`src/rtl/inst_fetch_if.sv`:
```
// Fetch-unit bus bundle: instruction-memory request/response, decoder
// handshake and branch/jump redirect, seen from the fetch unit (master).
interface inst_fetch_if;
    logic        imem_req;
    logic [31:0] imem_addr;
    logic        imem_gnt;
    logic        imem_rvalid;
    logic [31:0] imem_rdata;
    logic        inst_valid;
    logic        inst_ready;
    logic [31:0] inst;
    logic [31:0] inst_pc;
    logic        redir_valid;
    logic [31:0] redir_pc;

    modport master (
        output imem_req, imem_addr, inst_valid, inst, inst_pc,
        input  imem_gnt, imem_rvalid, imem_rdata, inst_ready, redir_valid, redir_pc
    );

    modport slave (
        input  imem_req, imem_addr, inst_valid, inst, inst_pc,
        output imem_gnt, imem_rvalid, imem_rdata, inst_ready, redir_valid, redir_pc
    );
endinterface

```
`src/rtl/inst_fetch.sv`:
```
// Instruction fetch unit: credit-limited word requests, in-order response
// queue feeding the decoder, redirect flush with drain of in-flight responses.
module inst_fetch #(
    parameter logic [31:0] RESET_PC = 32'h0000_0000,
    parameter int          DEPTH    = 4
) (
    input  logic         clk,
    input  logic         rst_n,
    inst_fetch_if.master bus
);
    localparam int AW = $clog2(DEPTH);
    localparam int CW = AW + 1;
    localparam logic [CW:0] DEPTH_C = (CW + 1)'(DEPTH);

    logic [31:0]   fetch_pc_r, resp_pc_r;
    logic [CW-1:0] occ_r, outst_r, drop_r;
    logic [AW-1:0] wptr_r, rptr_r;
    logic [31:0]   word_q_r [DEPTH];
    logic [31:0]   pc_q_r   [DEPTH];

    logic [31:0]   fetch_pc_nxt_s, resp_pc_nxt_s;
    logic [CW-1:0] occ_nxt_s, outst_nxt_s, drop_nxt_s;
    logic [AW-1:0] wptr_nxt_s, rptr_nxt_s;
    logic [CW:0]   credit_sum_s;
    logic          req_s, grant_s, rsp_s, discard_s, push_s, pop_s, inst_valid_s;
    logic [31:0]   redir_tgt_s;

    // Queue entries plus in-flight requests never exceed DEPTH, so a push can never overflow.
    assign credit_sum_s = {1'b0, occ_r} + {1'b0, outst_r};
    assign req_s        = rst_n && !bus.redir_valid && (credit_sum_s < DEPTH_C);
    assign grant_s      = req_s && bus.imem_gnt;
    // A response with nothing outstanding is a protocol violation and is ignored.
    assign rsp_s        = bus.imem_rvalid && (outst_r != {CW{1'b0}});
    assign discard_s    = rsp_s && ((drop_r != {CW{1'b0}}) || bus.redir_valid);
    assign push_s       = rsp_s && !discard_s;
    assign inst_valid_s = (occ_r != {CW{1'b0}});
    assign pop_s        = inst_valid_s && bus.inst_ready;
    assign redir_tgt_s  = bus.redir_pc & 32'hFFFF_FFFC;

    assign bus.imem_req   = req_s;
    assign bus.imem_addr  = fetch_pc_r;
    assign bus.inst_valid = inst_valid_s;
    assign bus.inst       = word_q_r[rptr_r];
    assign bus.inst_pc    = pc_q_r[rptr_r];

    // Next-state for PCs, credit/drop counters and queue pointers
    always_comb begin
        fetch_pc_nxt_s = fetch_pc_r;
        resp_pc_nxt_s  = resp_pc_r;
        occ_nxt_s      = occ_r;
        drop_nxt_s     = drop_r;
        wptr_nxt_s     = wptr_r;
        rptr_nxt_s     = rptr_r;

        if (grant_s && !rsp_s) begin
            outst_nxt_s = outst_r + CW'(1'b1);
        end else if (!grant_s && rsp_s) begin
            outst_nxt_s = outst_r - CW'(1'b1);
        end else begin
            outst_nxt_s = outst_r;
        end

        if (bus.redir_valid) begin
            // No grant is possible here, so every still-pending response gets dropped.
            fetch_pc_nxt_s = redir_tgt_s;
            resp_pc_nxt_s  = redir_tgt_s;
            occ_nxt_s      = {CW{1'b0}};
            drop_nxt_s     = outst_nxt_s;
            wptr_nxt_s     = {AW{1'b0}};
            rptr_nxt_s     = {AW{1'b0}};
        end else begin
            fetch_pc_nxt_s = grant_s ? (fetch_pc_r + 32'd4) : fetch_pc_r;
            drop_nxt_s     = (rsp_s && (drop_r != {CW{1'b0}})) ? (drop_r - CW'(1'b1)) : drop_r;
            resp_pc_nxt_s  = push_s ? (resp_pc_r + 32'd4) : resp_pc_r;
            wptr_nxt_s     = push_s ? (wptr_r + AW'(1'b1)) : wptr_r;
            rptr_nxt_s     = pop_s ? (rptr_r + AW'(1'b1)) : rptr_r;
            if (push_s && !pop_s) begin
                occ_nxt_s = occ_r + CW'(1'b1);
            end else if (!push_s && pop_s) begin
                occ_nxt_s = occ_r - CW'(1'b1);
            end else begin
                occ_nxt_s = occ_r;
            end
        end
    end

    // State registers and queue storage
    always_ff @(posedge clk or negedge rst_n) begin
        if (!rst_n) begin
            fetch_pc_r <= RESET_PC;
            resp_pc_r  <= RESET_PC;
            occ_r      <= {CW{1'b0}};
            outst_r    <= {CW{1'b0}};
            drop_r     <= {CW{1'b0}};
            wptr_r     <= {AW{1'b0}};
            rptr_r     <= {AW{1'b0}};
            for (int i = 0; i < DEPTH; i++) begin
                word_q_r[i] <= 32'h0;
                pc_q_r[i]   <= 32'h0;
            end
        end else begin
            fetch_pc_r <= fetch_pc_nxt_s;
            resp_pc_r  <= resp_pc_nxt_s;
            occ_r      <= occ_nxt_s;
            outst_r    <= outst_nxt_s;
            drop_r     <= drop_nxt_s;
            wptr_r     <= wptr_nxt_s;
            rptr_r     <= rptr_nxt_s;
            if (push_s) begin
                word_q_r[wptr_r] <= bus.imem_rdata;
                pc_q_r[wptr_r]   <= resp_pc_r;
            end
        end
    end
endmodule
```
`src/flat_wrapper.sv`:
```
// flat-port wrapper written by rule: the top's interface ports become plain ports
module inst_fetch_flat 
#(
    parameter logic [31:0] RESET_PC = 32'h0000_0000,
    parameter int          DEPTH    = 4
)
  (clk, rst_n, bus_imem_req, bus_imem_addr, bus_inst_valid, bus_inst, bus_inst_pc, bus_imem_gnt, bus_imem_rvalid, bus_imem_rdata, bus_inst_ready, bus_redir_valid, bus_redir_pc);
  inst_fetch_if bus_i ();
  input  logic clk;
  input  logic rst_n;
  output wire logic [$bits(bus_i.imem_req)-1:0] bus_imem_req;
  output wire logic [$bits(bus_i.imem_addr)-1:0] bus_imem_addr;
  output wire logic [$bits(bus_i.inst_valid)-1:0] bus_inst_valid;
  output wire logic [$bits(bus_i.inst)-1:0] bus_inst;
  output wire logic [$bits(bus_i.inst_pc)-1:0] bus_inst_pc;
  input wire logic [$bits(bus_i.imem_gnt)-1:0] bus_imem_gnt;
  input wire logic [$bits(bus_i.imem_rvalid)-1:0] bus_imem_rvalid;
  input wire logic [$bits(bus_i.imem_rdata)-1:0] bus_imem_rdata;
  input wire logic [$bits(bus_i.inst_ready)-1:0] bus_inst_ready;
  input wire logic [$bits(bus_i.redir_valid)-1:0] bus_redir_valid;
  input wire logic [$bits(bus_i.redir_pc)-1:0] bus_redir_pc;
  assign bus_imem_req = bus_i.imem_req;
  assign bus_imem_addr = bus_i.imem_addr;
  assign bus_inst_valid = bus_i.inst_valid;
  assign bus_inst = bus_i.inst;
  assign bus_inst_pc = bus_i.inst_pc;
  assign bus_i.imem_gnt = bus_imem_gnt;
  assign bus_i.imem_rvalid = bus_imem_rvalid;
  assign bus_i.imem_rdata = bus_imem_rdata;
  assign bus_i.inst_ready = bus_inst_ready;
  assign bus_i.redir_valid = bus_redir_valid;
  assign bus_i.redir_pc = bus_redir_pc;
  inst_fetch #(.RESET_PC(RESET_PC), .DEPTH(DEPTH)) u_core (.clk(clk), .rst_n(rst_n), .bus(bus_i));
endmodule
```
`config.mk`:
```
export PLATFORM = sky130hd
export DESIGN_NAME = inst_fetch_flat
export DESIGN_NICKNAME = d
export VERILOG_FILES = /design/src/rtl/inst_fetch_if.sv /design/src/rtl/inst_fetch.sv /design/src/flat_wrapper.sv
export SDC_FILE = /design/constraint.sdc
export NUM_CORES = 1
export LEC_CHECK = 0
export CELL_PAD_IN_SITES_DETAIL_PLACEMENT = 1
export CELL_PAD_IN_SITES_GLOBAL_PLACEMENT = 1
export CORE_ASPECT_RATIO = 0.6
export CORE_UTILIZATION = 47
export CTS_BUF_LIST = sky130_fd_sc_hd__clkbuf_16
export DETAILED_ROUTE_END_ITERATION = 10
export GPL_TIMING_DRIVEN = 0
export PLACE_DENSITY_LB_ADDON = 0.15
export SYNTH_ARGS = -nofsm -noshare
export SYNTH_HDL_FRONTEND = slang
export SYNTH_SLANG_ARGS = --single-unit
```
`constraint.sdc`:
```
create_clock -name clk -period 2.9 [get_ports clk]
set_input_delay 0.58 -clock clk [delete_from_list [all_inputs] [get_ports clk]]
set_output_delay 0.58 -clock clk [all_outputs]
set_load 0.03 [all_outputs]
```
==> metrics.yaml, run 1 <==
outcome:
  status: "complete, no violations"
final_layout:
  antenna_cells: 0
  drive_above_1_share_pct: 31.2
  fillerInstances: 3058
  area_growth_syn_to_layout_pct: 21.4
  multi_input_area_mm2: 0.00657
  final_nets: 1379
  ff_latch_area_mm2: 0.00803
grt:
  overflow: 0
  grt_max_degree: 111
  grt.met2_usage_pct: 40.4
  grt_usage_pct: 26.9
  grt.busiest_layer: "met1"
  grt_pass1_wl_um: 67100
  antenna_found_initial: 0
  grtUsageMet3_pct: 4.52
  first_global_vias: 11100
  met1_usage_pct: 41.3
synth:
  yosysUniqueCellTypes: 62
  ys_ff_latch: 321
  yosys-top-cells-area: "dfrtp_1 53%, mux2_2 16%, mux4_2 9.3%"
  synth.most_common_cell: "dfrtp_1"
  synth.largest_area_cell: "dfrtp_1"
  async_flop_share_pct: 100
  avgSynthCellArea_um2: 13.8
  synth_edf_count: 0
  ys_seq_area_share_pct: 53.5
  yosysWarnings: 0
  netlist_area_mm2: 0.0150
  yosys-top-cells-count: "321 x dfrtp_1, 209 x mux2_2, 70 x nand2_1"
  synth_top_area_share_pct: 53.5
  synth_ff_type: "dfrtp_1"
  synthCells: 1092
die:
  die_x_um: 233
  coreArea_mm2: 0.0313
  fp.dieArea_mm2: 0.0327
  die_h_um: 141
  start_util_pct: 47.9
  pin_count: 168
  fp-row-count: 50
clocking:
  htreeDepth: 1
  cts.sinks: 321
  cts_buffers: 30
  clk_pin_slew_ps: 60
  clock_latency_ps: 570
  clock_path_buffers: 3
  cts-root-buf: "clkbuf_16"
  cts_tree: "done"
detailed_routing:
  drt_iter0_drc: 562
  first_pass_iters: 5
  ant_nets: 0
  routed_wl_um: 41900
  avgRoutedWirePerCell_um: 24.2
  vias: 10200
  viasPerCell: 5.87
  drc_errors: 0
worst_hold_path:
  hp-class: "in -> async"
power:
  pwr-share-seq_pct: 39.1
  power_uw: 14600
  p_comb_share_pct: 34.8
  peakVddDrop_mv: 0.501
  switching_power_uw: 5090
  internal_power_uw: 9510
  p_leak_uw: 0.00853
  power_density_mw_per_mm2: 801
  sw_frac_of_total_pct: 34.9
  clockPowerShare_pct: 26.1
worst_setup_path:
  critPathArrivalTime_ps: 2240
  setup.worst_path.class: "reg -> out"
  path_buf_inv: 3
  critPathMaxFanout: 10
  cp-start-kind: "flip-flop"
  cpLargestDelayFamily: "buffers and inverters"
  cp-end-kind: "output port"
  worst_ep_required_time_ps: 2320
  max_stage_delay_ps: 510
  path_common_cell: "buf_8"
  path_cells: "buf_8, buf_8, mux4_2, dlygate4sd2_1"
  cp_slowest_cell: "mux4_2"
place:
  portBuffers: 160
  gp_congestion: 0.830
  dp_hpwl_um: 29200
timing:
  rsz0062_at_grt: "true"
  tightest_slew_ps: 743
  max_freq_mhz: 354
  setup-violations-final: 0
  final_hold_viol_count: 0
  relSlewSlack_pct: 50.5
  finalCriticalPeriod_ps: 2820
  fin_crit_sh_pct: 97.4
  whs_ps: 31.0
  maxSlewViolCount: 0
  clock_skew_ps: 13.7
run:
  cap_violations: 0
-- logic make-up after synthesis --
logic type / count (synthesis) / synth area share (%)
AO/OA/AOI/OAI: 102 / 4.27
XOR/XNOR: 38 / 2.21
adder cells (fa/ha/maj): 14 / 1.22
buffers and inverters: 94 / 2.91
flip-flops: 321 / 53.5
multiplexers: 314 / 28.2
other: 1 / 0.0250
AND/OR/NAND/NOR: 208 / 7.74
-- worst paths after layout --
kind                       slack, ps              endpoint  cells after the start         startpoint
setup / recovery                  80          bus_inst[20]                      4   u_core.rptr_r[0]
hold reg to reg                  490     u_core.pc_q_r[24]                      1  u_core.pc_q_r[24]
setup reg to reg                 200   u_core.word_q_r[16]                      9  u_core.outst_r[1]
min in group clk                 490     u_core.pc_q_r[24]                      1  u_core.pc_q_r[24]
max in group asynchronous       2000     u_core.pc_q_r[61]                      3              rst_n
hold / removal                    30  u_core.resp_pc_r[31]                      2              rst_n
-- metrics by stage --
stage,util (%),instances,setup TNS (ps),instance area [µm²],setup WS [ps]
finish,58.2,1732,0,18200,76.5
global placement,54.8,1671,-4601280,17200,-13010
global route,58.2,1732,-19.7,18200,-10.7
detailed placement,54.9,1673,-38920,17200,-824
CTS,58.4,1732,-22.8,18300,-9.83
floorplan,-,1095,0,15000,501
-- sequential cells by signal (all words and copies together) (netlist names) --
name and cells:
u_core.pc_q_r 120, u_core.word_q_r 128, u_core.rptr_r 2, u_core.wptr_r 2, u_core.bus.imem_addr 30, u_core.resp_pc_r 30, u_core.drop_r 3, u_core.occ_r 3
u_core.outst_r 3
-- cell usage in the layout (no fill, tap or decap), drive strengths merged, types with 3 or more instances in the layout --
master / synthesis / layout
a21oi: 8 / 8
a31oi: 8 / 8
a41oi: 4 / 4
and2: 7 / 7
and3: 16 / 16
and4: 4 / 4
buf: 52 / 58
clkbuf: 28 / 75
clkdlybuf4s15: 0 / 8
clkdlybuf4s50: 0 / 96
clkinv: 0 / 12
conb: 1 / 4
dfrtp: 321 / 321
dlygate4sd2: 0 / 37
ha: 13 / 13
inv: 14 / 22
mux2: 251 / 251
mux4: 62 / 62
nand2: 73 / 73
nand3: 32 / 32
nand4: 25 / 25
nor2: 23 / 23
nor3: 11 / 11
nor4: 3 / 3
nor4b: 3 / 3
o211ai: 12 / 12
o21ai: 49 / 49
o311ai: 10 / 10
xnor2: 14 / 14
xor2: 24 / 24
-- cell type report --
type                    instances  area share [%]
clock buffers                  31            4.25
inverters                      14           0.288
clock inverters                22           0.768
repair buffers                169            9.26
well taps                     416            2.85
multi-input cells             680            36.0
plain buffers                  79            2.56
flip-flops and latches        321            44.0
-- power groups by stage --
stage | Combinational [µW] | Sequential [µW] | Clock (µW)
CTS | 5140 | 5700 | 3890
finish | 5080 | 5710 | 3820
global placement | 5220 | 5730 | 0
floorplan | 3330 | 5680 | 0
detailed placement | 5360 | 5760 | 0
global route | 5420 | 5800 | 4060
-- layer usage --
layer / share of wire [%] / wire (µm)
met1: 49 / 20500
met2: 45 / 19000
met3: 4.2 / 1780
met4: 1.5 / 618
met5: 0 / 0
-- what timing repair did --
item	4_1_cts	5_1_grt
hold buffers	3	0
setup buffers	2	0
gates cloned	2	0
endpoints found under the hold margin	93	0
resized for setup	99	42
setup endpoints to repair	80	45
No activity file was read; power rests on OpenSTA's default activity.
==> run 2, diff against run 1 <==
--- a/config.mk
+++ b/config.mk
@@ -8,11 +8,12 @@
 export CELL_PAD_IN_SITES_DETAIL_PLACEMENT = 1
 export CELL_PAD_IN_SITES_GLOBAL_PLACEMENT = 1
 export CORE_ASPECT_RATIO = 0.6
-export CORE_UTILIZATION = 47
+export CORE_UTILIZATION = 42
 export CTS_BUF_LIST = sky130_fd_sc_hd__clkbuf_16
 export DETAILED_ROUTE_END_ITERATION = 10
 export GPL_TIMING_DRIVEN = 0
 export PLACE_DENSITY_LB_ADDON = 0.15
+export SKIP_LAST_GASP = 1
 export SYNTH_ARGS = -nofsm -noshare
 export SYNTH_HDL_FRONTEND = slang
 export SYNTH_SLANG_ARGS = --single-unit
==> constraint.sdc (replaced) <==
create_clock -name clk -period 2.5 [get_ports clk]
set_input_delay 0.5 -clock clk [delete_from_list [all_inputs] [get_ports clk]]
set_output_delay 0.5 -clock clk [all_outputs]
set_load 0.03 [all_outputs]
==> metrics.yaml, run 2 (same netlist as run 1, synthesis figures left out) <==
clocking:
  clock_path_buffers: 3  # unchanged
  clk_pin_slew_ps: 60  # about the same
  clock_latency_ps: 510  # -60 ps
  htreeDepth: 2  # +1
  cts_tree: "done"
  cts.sinks: 321  # unchanged
  cts-root-buf: "clkbuf_16"
  cts_buffers: 34  # +13%
timing:
  final_hold_viol_count: 0  # unchanged
  fin_crit_sh_pct: 101
  maxSlewViolCount: 0  # unchanged
  finalCriticalPeriod_ps: 2520
  clock_skew_ps: 10.9  # -2.80 ps
  tightest_slew_ps: 926  # +184 ps
  fin_ws_ps: -22.6  # -99.0 ps
  relSlewSlack_pct: 38.0  # -12 points
  setup_tns_ps: -126  # -126 ps
  max_freq_mhz: 396
  setup-violations-final: 13  # +13
  rsz0062_at_grt: "true"
grt:
  overflow: 0  # unchanged
  grt_pass1_wl_um: 67300  # +0.25%
  grt_max_degree: 94  # -15%
  first_global_vias: 10900  # -1.5%
  antenna_found_initial: 0  # unchanged
  grt_usage_pct: 24.3  # -2.6 points
die:
  fp.dieArea_mm2: 0.0366  # +12%
  coreArea_mm2: 0.0351  # +12%
  pin_count: 168  # unchanged
  start_util_pct: 42.8  # -5.2 points
  die_h_um: 149  # +5.7%
  fp-row-count: 53  # +6.0%
  die_x_um: 246  # +5.7%
power:
  p_leak_uw: 0.00873  # +2.4%
  peakVddDrop_mv: 0.630  # +26%
  power_density_mw_per_mm2: 950  # +19%
  power_uw: 17900  # +22%
worst_setup_path:
  cp-end-kind: "output port"
  critPathArrivalTime_ps: 2020  # -220 ps
  cp-start-kind: "flip-flop"
  worst_ep_required_time_ps: 2000  # -320 ps
  critPathMaxFanout: 10  # unchanged
  setup.worst_path.class: "reg -> out"
final_layout:
  antenna_cells: 0  # unchanged
  largest_register_ffs: 128  # unchanged
  top_regs: "u_core.word_q_r x128, u_core.pc_q_r x120"
  layout_common_cells: "319 x dfrtp_1, 209 x mux2_2, 95 x clkdlybuf4s50_1"
  regMostFlops: "u_core.word_q_r"
  fin_cells: 1804  # +4.2%
  final_nets: 1398  # +1.4%
  drive_above_1_share_pct: 36.4  # +5.2 points
  area_growth_syn_to_layout_pct: 25.3
  fillerInstances: 3465  # +13%
  layout_commonest_cell: "dfrtp_1"
run:
  cap_violations: 0  # unchanged
outcome:
  status: "finished with violations"
  failed_checks: "setup timing"
detailed_routing:
  drt-met1-wl_um: 21200  # +3.7%
  routed_wl_um: 42900  # +2.5%
  met2_length_um: 19000  # about the same
  vias: 10200  # +0.039%
  top_layer: "met4"
  drc_errors: 0  # unchanged
  avgRoutedWirePerCell_um: 23.8  # -1.6%
  route.met3.wl_um: 1970  # +11%
  ant_nets: 0  # unchanged
  drt_iter0_drc: 526  # -6.4%
  viasPerCell: 5.64  # -4.0%
  first_pass_iters: 4  # -1
place:
  dp_cells: 1725  # +3.1%
  gp_congestion: 0.843  # +1.6%
  dp_hpwl_um: 29400  # +0.65%
  portBuffers: 160  # unchanged
worst_hold_path:
  hp-class: "in -> async"
-- run 2: cell types whose count changed in the layout (fill, tap and decap cells not counted), sizes merged --
cell           previous run  this run
bufbuf                    2         4
clkdlybuf4s50            96        95
bufinv                    2         0
clkdlybuf4s15             8         0
dlygate4sd2              37         1
clkinv                   12        16
buf                      58       129
dlymetal6s2s              1         0
dlygate4sd3               2         1
clkbuf                   75        68
-- run 2: per-layer routing --
| metal | global-route usage [%] | up-vias |
|---|---|---|
| met5 | 0 | - |
| met4 | 5.47 | 0 |
| met3 | 4.58 | 50 |
| met2 | 35.3 | 200 |
| met1 | 37.4 | 5441 |
| li1 | - | 4477 |
-- run 2: worst paths after layout --
check                              startpoint                  endpoint  slack (ps)  cells after the start
setup / recovery             u_core.rptr_r[0]              bus_inst[26]         -20                      4
setup reg to reg            u_core.outst_r[1]  u_core.bus.imem_addr[14]         100                      8
hold / removal                          rst_n        u_core.pc_q_r[114]          60                      3
max in group asynchronous               rst_n      u_core.word_q_r[106]        1040                      3
min in group clk           u_core.pc_q_r[115]        u_core.pc_q_r[115]         490                      1
hold reg to reg            u_core.pc_q_r[115]        u_core.pc_q_r[115]         490                      1
-- run 2: critical path, stage by stage (launching register included) --
cell and delay, ps:
dfrtp_2 420, buf_12 190, buf_12 180, mux4_2 520, buf_4 190
-- run 2: per-stage QoR --
step | hold WS (ps) | worst slack (ps) | util [%] | instance area [µm²]
floorplan | 204 | 181 | - | 15000
global placement | 469 | -13490 | 49.0 | 17200
detailed placement | 414 | -1140 | 49.3 | 17300
CTS | 45.9 | -87.8 | 52.7 | 18500
global route | 60.1 | -101 | 53.6 | 18800
finish | 58.1 | -22.6 | 53.6 | 18800
-- run 2: area by class of cell --
type / instances / area [µm²] / share of cell area [%]
tap: 467 / 584 / 3.10
sequential: 321 / 8040 / 42.7
inverter: 14 / 52.6 / 0.279
timing repair buffer: 184 / 2010 / 10.7
multi-input combinational: 680 / 6610 / 35.1
clock inverter: 24 / 106 / 0.565
clock buffer: 35 / 876 / 4.65
buffer: 79 / 549 / 2.92
-- run 2: timing repair --
action | CTS | global route
resized for setup | 400 | 90
setup endpoints to repair | 272 | 309
pin swaps | 1 | 2
hold endpoints to repair | 43 | 0
setup buffers | 7 | 3
hold buffers | 3 | 0
cloned | 6 | 3
-- run 2: where the power goes --
part,switching [µW],leakage [µW],internal [µW],total (µW)
Sequential,600,0.00426,6010,6620
Combinational,3450,0.00395,3200,6650
Clock,2090,0.000519,2530,4620
Total,6140,0.00873,11700,17900
==> run 3, diff against run 2 <==
--- a/config.mk
+++ b/config.mk
@@ -7,12 +7,13 @@
 export LEC_CHECK = 0
 export CELL_PAD_IN_SITES_DETAIL_PLACEMENT = 1
 export CELL_PAD_IN_SITES_GLOBAL_PLACEMENT = 1
-export CORE_ASPECT_RATIO = 0.6
+export CORE_ASPECT_RATIO = 0.5
 export CORE_UTILIZATION = 42
 export CTS_BUF_LIST = sky130_fd_sc_hd__clkbuf_16
 export DETAILED_ROUTE_END_ITERATION = 10
 export GPL_TIMING_DRIVEN = 0
 export PLACE_DENSITY_LB_ADDON = 0.15
+export SKIP_CTS_REPAIR_TIMING = 1
 export SKIP_LAST_GASP = 1
 export SYNTH_ARGS = -nofsm -noshare
 export SYNTH_HDL_FRONTEND = slang
==> metrics.yaml, run 3 (same netlist as run 1, synthesis figures left out) <==
timing:
  tightest_slew_ps: 867  # -59.8 ps
  final_hold_viol_count: 0  # unchanged
  fin_crit_sh_pct: 102  # +1.6 points
  rsz0062_at_grt: "true"
  fin_ws_ps: -62.0  # -39.4 ps
  whs_ps: 13.0  # -45.0 ps
  clock_skew_ps: 13.4  # +2.44 ps
  maxSlewViolCount: 0  # unchanged
  setup-violations-final: 53  # +40
  finalCriticalPeriod_ps: 2560  # +39.4 ps
  relSlewSlack_pct: 42.2  # +4.2 points
  max_freq_mhz: 390  # -1.5%
grt:
  overflow: 0  # unchanged
  grt_max_degree: 111  # +18%
  grt_pass1_wl_um: 65700  # -2.4%
  grt_usage_pct: 23.2  # -1.1 points
  antenna_found_initial: 1  # +1
  first_global_vias: 11100  # +1.3%
power:
  peakVddDrop_mv: 0.482  # -23%
  p_leak_uw: 0.00875  # +0.16%
  power_density_mw_per_mm2: 940  # -1.0%
final_layout:
  area_growth_syn_to_layout_pct: 25.1
  fillerInstances: 3451  # -0.40%
  drive_above_1_share_pct: 37.1  # +0.63 points
  final_nets: 1404  # +0.43%
  ff_latch_area_mm2: 0.00804  # unchanged
  top_regs: "u_core.word_q_r x128, u_core.pc_q_r x120"
  largest_register_ffs: 128  # unchanged
  fin_cells: 1820  # +0.89%
  multi_input_area_mm2: 0.00661  # about the same
  regMostFlops: "u_core.word_q_r"
  layout_common_cells: "319 x dfrtp_1, 209 x mux2_2, 95 x clkdlybuf4s50_1"
  layout_commonest_cell: "dfrtp_1"
worst_setup_path:
  cp-end-kind: "output port"
  cp-start-kind: "flip-flop"
  critPathMaxFanout: 10  # unchanged
  max_stage_delay_ps: 540  # +20 ps
  reg2reg_from: "u_core.outst_r[1]"
  path_common_cell: "buf_12"
  cp_slowest_cell: "mux4_2"
  ff2ff_path_depth: 9  # +1
  r2r_end: "u_core.resp_pc_r[22]"
  setup.worst_path.class: "reg -> out"
  worst_ep_required_time_ps: 2000  # about the same
  r2r_slack_ps: 60  # -40 ps
  path_cells: "buf_12, buf_12, mux4_2, buf_4"
  critPathArrivalTime_ps: 2060  # +40 ps
detailed_routing:
  viasPerCell: 5.57  # -1.2%
  vias: 10100  # -0.33%
  ant_nets: 0  # unchanged
  drc_errors: 0  # unchanged
  routed_wl_um: 43100  # +0.28%
  drt_iter0_drc: 548  # +4.2%
  first_pass_iters: 4  # unchanged
  avgRoutedWirePerCell_um: 23.7  # -0.60%
die:
  fp.dieArea_mm2: 0.0366  # about the same
  fp-row-count: 48  # -9.4%
  coreArea_mm2: 0.0348  # -0.89%
  pin_count: 168  # unchanged
  start_util_pct: 43.1  # +0.38 points
  die_x_um: 270  # +9.5%
  die_h_um: 136  # -8.6%
clocking:
  cts.sinks: 321  # unchanged
  cts_tree: "done"
  htreeDepth: 1  # -1
  cts-root-buf: "clkbuf_16"
  clk_pin_slew_ps: 70  # about the same
  cts_buffers: 31  # -8.8%
  clock_latency_ps: 580  # +70 ps
  clock_path_buffers: 3  # unchanged
place:
  portBuffers: 160  # unchanged
  dp_hpwl_um: 28700  # -2.3%
  dp_cells: 1732  # +0.41%
  gp_congestion: 0.814  # -3.5%
worst_hold_path:
  hp-class: "in -> async"
run:
  cap_violations: 0  # unchanged
outcome:
  status: "finished with violations"
  failed_checks: "setup timing"
run 3: worst max-delay path, delay by kind of cell, from the launching register on:
family   cells  cell delay, ps
mux          1             540
flops        1             420
buf+inv      3             500
run 3: how the worst max path moves through the flow:
stage / start / endpoint / cells after the start
finish: u_core.rptr_r[0] / bus_inst[1] / 4
global route: u_core.rptr_r[0] / bus_inst[1] / 4
CTS: rst_n / bus_imem_req / 6
detailed placement: rst_n / bus_imem_req / 6
global placement: rst_n / u_core.drop_r[2] / 1
floorplan: bus_redir_valid / u_core.occ_r[2] / 9
run 3: power by group:
group / total [µW] / switching (µW) / internal, µW
Clock: 4680 / 2120 / 2570
Sequential: 6620 / 606 / 6010
Combinational: 6370 / 3360 / 3010
Total: 17700 / 6080 / 11600
run 3: final cells by class:
| type | instances | area share (%) |
|---|---|---|
| clock inverters | 26 | 1.11 |
| flip-flops and latches | 321 | 42.7 |
| multi-input cells | 680 | 35.1 |
| plain buffers | 79 | 2.97 |
| well taps | 475 | 3.16 |
| diodes | 1 | 0.0133 |
| inverters | 14 | 0.279 |
| clock buffers | 31 | 4.13 |
| repair buffers | 193 | 10.5 |
run 3: layer usage:
layer,share of wire (%),track usage (%),wire (µm),vias to the layer above
li1,-,-,-,4496
met1,45,31.4,19300,5396
met2,50,39.8,21500,183
met3,3.7,3.85,1600,59
met4,1.7,4.48,725,0
met5,0,0,0,-
run 3: stage by stage:
| stage | setup WS [ps] | power [µW] | setup TNS [ps] | util [%] | area [µm²] |
|---|---|---|---|---|---|
| 2_1_floorplan | 181 | 10500 | 0 | - | 15000 |
| 5_1_grt | -122 | 18500 | -4930 | 54.0 | 18800 |
| 4_1_cts | -1570 | 17600 | -109260 | 52.5 | 18300 |
| 6_report | -62.0 | 17700 | -1410 | 54.0 | 18800 |
| 3_5_place_dp | -1560 | 12900 | -98750 | 49.7 | 17300 |
| 3_3_place_gp | -12650 | 12700 | -4507270 | 49.5 | 17200 |
